File: config.mk
export PLATFORM = sky130hd
export DESIGN_NAME = fp_div
export DESIGN_NICKNAME = d
export VERILOG_FILES = /design/src/rtl/fp_div_pkg.sv /design/src/rtl/fp_div_round.sv /design/src/rtl/fp_div.sv
export SDC_FILE = /design/constraint.sdc
export NUM_CORES = 1
export LEC_CHECK = 0
export ABC_AREA = 1
export BUFFER_PORTS_ARGS = -buffer_cell sky130_fd_sc_hd__clkbuf_2
export CAP_MARGIN = 20
export CELL_PAD_IN_SITES_DETAIL_PLACEMENT = 0
export CELL_PAD_IN_SITES_GLOBAL_PLACEMENT = 1
export CORE_MARGIN = 4
export CORE_UTILIZATION = 40
export DETAILED_ROUTE_END_ITERATION = 10
export PLACE_DENSITY_LB_ADDON = 0.1
export SLEW_MARGIN = 10
export SYNTH_ARGS = -nofsm -noshare
export SYNTH_HDL_FRONTEND = slang
export SYNTH_SLANG_ARGS = --single-unit
File: constraint.sdc
create_clock -name clk -period 7.6 [get_ports clk]
set_clock_uncertainty 0.05 [all_clocks]
set_input_delay 1.14 -clock clk [delete_from_list [all_inputs] [get_ports clk]]
set_output_delay 1.14 -clock clk [all_outputs]
set_load 0.05 [all_outputs]
File: src/rtl/fp_div_pkg.sv
// Shared types and constants for the binary32 divider.
package fp_div_pkg;

    typedef enum logic [1:0] {
        StIdle,
        StPrep,
        StDivide,
        StRound
    } state_e;

    // Special-case outcome decided while unpacking, applied when rounding.
    typedef enum logic [2:0] {
        SpNone,
        SpNan,
        SpDivZero,
        SpInf,
        SpZero
    } special_e;

    localparam int unsigned BIAS  = 127;
    localparam int unsigned QBITS = 27;

    localparam int unsigned FlagInvalid   = 4;
    localparam int unsigned FlagDivZero   = 3;
    localparam int unsigned FlagOverflow  = 2;
    localparam int unsigned FlagUnderflow = 1;
    localparam int unsigned FlagInexact   = 0;

    localparam logic [31:0] CanonNan = 32'h7FC0_0000;

endpackage

File: src/rtl/fp_div_round.sv
// Round-to-nearest-even, range check and special-case override for the quotient.
module fp_div_round
    import fp_div_pkg::*;
(
    input  logic [QBITS-1:0] quo_i,
    input  logic             rem_nz_i,
    input  logic signed [9:0] exp_i,
    input  logic             sign_i,
    input  special_e         special_i,
    output logic [31:0]      result_o,
    output logic [4:0]       flags_o
);

    logic [23:0]       mant;
    logic              guard;
    logic              rnd;
    logic              sticky;
    logic              inc;
    logic [24:0]       sum;
    logic signed [9:0] exp_f;
    logic [22:0]       frac;

    // Select mantissa/GRS by the quotient's leading bit, round, then classify.
    always_comb begin
        if (quo_i[QBITS-1]) begin
            mant   = quo_i[26:3];
            guard  = quo_i[2];
            rnd    = quo_i[1];
            sticky = quo_i[0] | rem_nz_i;
        end else begin
            mant   = quo_i[25:2];
            guard  = quo_i[1];
            rnd    = quo_i[0];
            sticky = rem_nz_i;
        end
        inc   = guard & (rnd | sticky | mant[0]);
        sum   = {1'b0, mant} + {24'd0, inc};
        exp_f = exp_i + {9'd0, sum[24]};
        // A carry-out leaves 1.000..., so the shifted fraction is all zero.
        frac  = sum[24] ? sum[23:1] : sum[22:0];

        result_o = '0;
        flags_o  = '0;
        case (special_i)
            SpNan: begin
                result_o             = CanonNan;
                flags_o[FlagInvalid] = 1'b1;
            end
            SpDivZero: begin
                result_o             = {sign_i, 8'hFF, 23'd0};
                flags_o[FlagDivZero] = 1'b1;
            end
            SpInf:  result_o = {sign_i, 8'hFF, 23'd0};
            SpZero: result_o = {sign_i, 31'd0};
            default: begin
                if (exp_f >= 10'sd255) begin
                    result_o              = {sign_i, 8'hFF, 23'd0};
                    flags_o[FlagOverflow] = 1'b1;
                    flags_o[FlagInexact]  = 1'b1;
                end else if (exp_f <= 10'sd0) begin
                    result_o               = {sign_i, 31'd0};
                    flags_o[FlagUnderflow] = 1'b1;
                    flags_o[FlagInexact]   = 1'b1;
                end else begin
                    result_o             = {sign_i, exp_f[7:0], frac};
                    flags_o[FlagInexact] = guard | rnd | sticky;
                end
            end
        endcase
    end

endmodule

File: src/rtl/fp_div.sv
// Fixed-latency binary32 divider: unpack, 27-step restoring divide, round.
module fp_div
    import fp_div_pkg::*;
(
    input  logic        clk,
    input  logic        rst,
    input  logic        start,
    input  logic [31:0] a,
    input  logic [31:0] b,
    output logic        busy,
    output logic        done,
    output logic [31:0] result,
    output logic [4:0]  flags
);

    state_e            state_q, state_d;
    logic [31:0]       a_q, a_d, b_q, b_d;
    logic [23:0]       mb_q, mb_d;
    logic [24:0]       rem_q, rem_d;
    logic [QBITS-1:0]  quo_q, quo_d;
    logic [4:0]        cnt_q, cnt_d;
    logic signed [9:0] exp_q, exp_d;
    logic              sign_q, sign_d;
    special_e          special_q, special_d;
    logic              done_q, done_d;
    logic [31:0]       result_q, result_d;
    logic [4:0]        flags_q, flags_d;

    logic [7:0]  ea, eb;
    logic [22:0] fa, fb;
    logic        a_zero, b_zero, a_inf, b_inf, a_nan, b_nan;
    logic [23:0] ma, mb;
    logic [24:0] diff;
    logic        qbit;
    logic [31:0] rnd_result;
    logic [4:0]  rnd_flags;

    assign ea     = a_q[30:23];
    assign eb     = b_q[30:23];
    assign fa     = a_q[22:0];
    assign fb     = b_q[22:0];
    assign a_zero = (ea == 8'd0);
    assign b_zero = (eb == 8'd0);
    assign a_inf  = (ea == 8'hFF) && (fa == 23'd0);
    assign b_inf  = (eb == 8'hFF) && (fb == 23'd0);
    assign a_nan  = (ea == 8'hFF) && (fa != 23'd0);
    assign b_nan  = (eb == 8'hFF) && (fb != 23'd0);
    // Denormals flush to zero: no hidden bit when the exponent field is zero.
    assign ma     = a_zero ? 24'd0 : {1'b1, fa};
    assign mb     = b_zero ? 24'd0 : {1'b1, fb};

    fp_div_round u_round (
        .quo_i     (quo_q),
        .rem_nz_i  (rem_q != 25'd0),
        .exp_i     (exp_q),
        .sign_i    (sign_q),
        .special_i (special_q),
        .result_o  (rnd_result),
        .flags_o   (rnd_flags)
    );

    // Next-state and datapath updates for each FSM phase.
    always_comb begin
        state_d   = state_q;
        a_d       = a_q;
        b_d       = b_q;
        mb_d      = mb_q;
        rem_d     = rem_q;
        quo_d     = quo_q;
        cnt_d     = cnt_q;
        exp_d     = exp_q;
        sign_d    = sign_q;
        special_d = special_q;
        done_d    = 1'b0;
        result_d  = result_q;
        flags_d   = flags_q;
        diff      = rem_q;
        qbit      = 1'b0;

        case (state_q)
            StIdle: begin
                if (start) begin
                    a_d     = a;
                    b_d     = b;
                    state_d = StPrep;
                end
            end
            StPrep: begin
                rem_d  = {1'b0, ma};
                mb_d   = mb;
                quo_d  = '0;
                cnt_d  = '0;
                sign_d = a_q[31] ^ b_q[31];
                // Pre-adjust so the quotient lands in [1,2) or is shifted one place.
                exp_d  = $signed({2'b00, ea} - {2'b00, eb} + 10'(BIAS) - {9'd0, (ma < mb)});
                if (a_nan || b_nan || (a_zero && b_zero) || (a_inf && b_inf)) begin
                    special_d = SpNan;
                end else if (b_zero) begin
                    special_d = SpDivZero;
                end else if (a_inf) begin
                    special_d = SpInf;
                end else if (b_inf || a_zero) begin
                    special_d = SpZero;
                end else begin
                    special_d = SpNone;
                end
                state_d = StDivide;
            end
            StDivide: begin
                if (rem_q >= {1'b0, mb_q}) begin
                    diff = rem_q - {1'b0, mb_q};
                    qbit = 1'b1;
                end
                rem_d = diff << 1;
                quo_d = {quo_q[QBITS-2:0], qbit};
                cnt_d = cnt_q + 5'd1;
                if (cnt_q == 5'(QBITS - 1)) begin
                    state_d = StRound;
                end
            end
            StRound: begin
                result_d = rnd_result;
                flags_d  = rnd_flags;
                done_d   = 1'b1;
                state_d  = StIdle;
            end
            default: state_d = StIdle;
        endcase
    end

    // State and datapath registers; reset abandons any operation in flight.
    always_ff @(posedge clk or posedge rst) begin
        if (rst) begin
            state_q   <= StIdle;
            a_q       <= '0;
            b_q       <= '0;
            mb_q      <= '0;
            rem_q     <= '0;
            quo_q     <= '0;
            cnt_q     <= '0;
            exp_q     <= '0;
            sign_q    <= 1'b0;
            special_q <= SpNone;
            done_q    <= 1'b0;
            result_q  <= '0;
            flags_q   <= '0;
        end else begin
            state_q   <= state_d;
            a_q       <= a_d;
            b_q       <= b_d;
            mb_q      <= mb_d;
            rem_q     <= rem_d;
            quo_q     <= quo_d;
            cnt_q     <= cnt_d;
            exp_q     <= exp_d;
            sign_q    <= sign_d;
            special_q <= special_d;
            done_q    <= done_d;
            result_q  <= result_d;
            flags_q   <= flags_d;
        end
    end

    assign busy   = (state_q != StIdle);
    assign done   = done_q;
    assign result = result_q;
    assign flags  = flags_q;

endmodule

==> metrics <==
status completed; Synth Instances 1982; die area 37000 µm²; worst IR drop on VDD ~0.24 mV; DR WL/cell 15.8 µm; Fin. Hold Viols 0; post-CTS sizing 0; power density over the cells 485 nW/µm²; CTS Buf Count 17; Ys Warns 0; hpwl dp 30300 µm; DR vias 12500; Worst-Margin Slew 1.02 ns; critical path's slowest cell buf_4; worst relative slew slack 32.0%; Top FF cell, synth dfrtp_1; pin count of the biggest net entering global routing 136; total clock sinks 199; Worst Setup SP quo_q[26]$_DFFE_PP0P_; maximum clock rate 206 MHz; CP Capture Type register; IO buf count 105; delay of the slowest critical-path stage roughly 0.48 ns; CTS tree yes; CP Max Fanout just over 60; fillers 3600; layout cells sized above 1 between 10% and 20%; R2R cell count 28; ys async rst share 100%; wire length of the first global-routing pass between 60000 and 70000 µm; initial antenna violation count 1; FF-to-FF Start quo_q[26]$_DFFE_PP0P_; Synth area leader dfrtp_1; Startpoint Class register; DRT iter0 DRCs between 800 and 900; Post-Syn Area per Cell 6.86 µm²; Post-CTS Hold Buffers 0; Max Slew Vio Count 0; row count 67; htree depth 4; synthesis-to-finish area growth 10.9%; RSZ-0062 raised after global routing false; Syn Nets 2126; Yosys cell types 46; WS Path Type reg -> reg; number of setup buffers added after CTS 0; core area 33500 µm²; flops & latches, synth between 150 and 200; Max-Cap Viols 0; final-stage net count ~2200; top-count cell post-synth nand2_1; root buf cell clkbuf_16; routed vias/inst 4.99; clk slew on worst S/H paths around 0.08 ns; vias in the first global route 12400; DP Worst Slack between 2 and 3 ns; Setup WS post-layout 2.75 ns; minimum clock period 4.85 ns; Tcrit/Tclk final approximately 64%; post-synthesis sequential area ratio 36.6%; Worst Hold Depth 2; synth top area cells dfrtp_1, nand2_1, inv_1, ha_1, nor2_1; Post-synth EDFFs 0; effective utilization at floorplan 40.5%; DRT antenna net count 0; most used cell, CP nand2_1; final wirelength 39600 µm; area share of the largest cell type after synthesis between 30% and 40%; setup_tns 0 ns; Die H 192 µm; Max Buffers Root-to-Sink 2; CP required 7.94 ns; Final setup viols 0; cell area after synthesis 13600 µm²; Worst Hold Class reg -> reg; worst hold start result[12]$_DFFE_PP0P_; post-detailed-route DRC marker count 0; Commonest cells post-synth nand2_1, inv_1, nor2_1, dfrtp_1, a21oi_1; hold slack roughly 0.43 ns; Placer Congestion 0.869; Total Power 7.32 mW; Pre-Repair DR Iteration Count 8; Ports 106; global-route congestion overflow total 0; n_diodes 0; Lkg Pwr 7.98 nW; total track usage between 20% and 30%; Die W 192 µm; Crit path arrival time 5.20 ns; Skew-Pair Late Insertion Delay 0.46 ns
## stage by stage
step                      std cells  cell area (µm²)  util [%]
after floorplan                1982            13600         -
after global placement         2480            14500      43.1
after detailed placement       2480            14500      43.1
after CTS                      2512            15100      45.0
after global routing           2512            15100      45.0
final                          2512            15100      45.0
## flip-flops by register name, indices dropped and copies added (netlist names), 3 cells and up
signal,cells
b_q,32
mb_q,24
a_q,32
exp_q,10
quo_q,27
rem_q,25
special_q,3
cnt_q,5
flags,5
result,32
## cells by family after synthesis
group	after synthesis	synth area share (%)
and+or+nand+nor	1019	32.0
buffers and inverters	383	11.2
AOI/OAI and AO/OA	275	10.9
DFF	199	36.6
adders and majority gates	77	7.25
xor gates and xnor gates	19	1.22
muxes	10	0.828
## critical path, delay by kind of cell (launching register included)
kind            cells  cell delay, ns
simple gates       18            2.50
compound gates      1            0.12
buf+inv             6            1.04
fa+ha+maj           3            0.72
flops               1            0.34
## area by class of cell
class	instances	area, µm²	area share (%)
clock inverter	15	198	1.31
clock buffer	17	425	2.82
inverter	318	1200	7.99
multi-input combinational	1400	7100	47.1
tap	448	561	3.72
sequential	199	4980	33.0
timing repair buffer	115	601	3.98
## final timing paths
path / end / slack (ns)
worst min register to register: result[12]$_DFFE_PP0P_ / 0.43
worst min-delay path: result[12]$_DFFE_PP0P_ / 0.43
max in group asynchronous: mb_q[17]$_DFFE_PP0N_ / 5.19
worst max-delay path: result[13]$_DFFE_PP0P_ / 2.75
worst max register to register: result[13]$_DFFE_PP0P_ / 2.75
min in group asynchronous: b_q[31]$_DFFE_PP0P_ / 0.79
## placed cells by master, fill, tap and decap left out, types with 11 or more instances in the layout
cell type | synthesis | routed
nand4_1 | 68 | 68
o21ai_0 | 71 | 71
dfrtp_1 | 199 | 198
inv_1 | 304 | 303
o22ai_1 | 28 | 28
clkbuf_16 | 0 | 17
o21ai_1 | 13 | 13
nand2_1 | 565 | 564
xnor2_1 | 12 | 12
inv_2 | 11 | 11
a21oi_1 | 140 | 140
nor3_1 | 17 | 17
nor2_1 | 209 | 209
nand3_1 | 109 | 109
ha_1 | 74 | 73
clkbuf_2 | 0 | 105
## layer usage
metal | GRT usage, % | up-vias | share of wire, %
met3 | 3.24 | 36 | 4.0
met1 | 33.2 | 5772 | 52
li1 | - | 6472 | -
met4 | 5.57 | 2 | 1.5
met2 | 32.6 | 261 | 43
met5 | 0 | - | 0.038
## power breakdown
part	switching (mW)	leakage [nW]	internal [mW]
sequential	0.264	2.41	1.45
clock	0.495	0.303	0.479
combinational	3.09	5.27	1.54
total	3.85	7.98	3.47
Power figures use the tool's default switching activity.
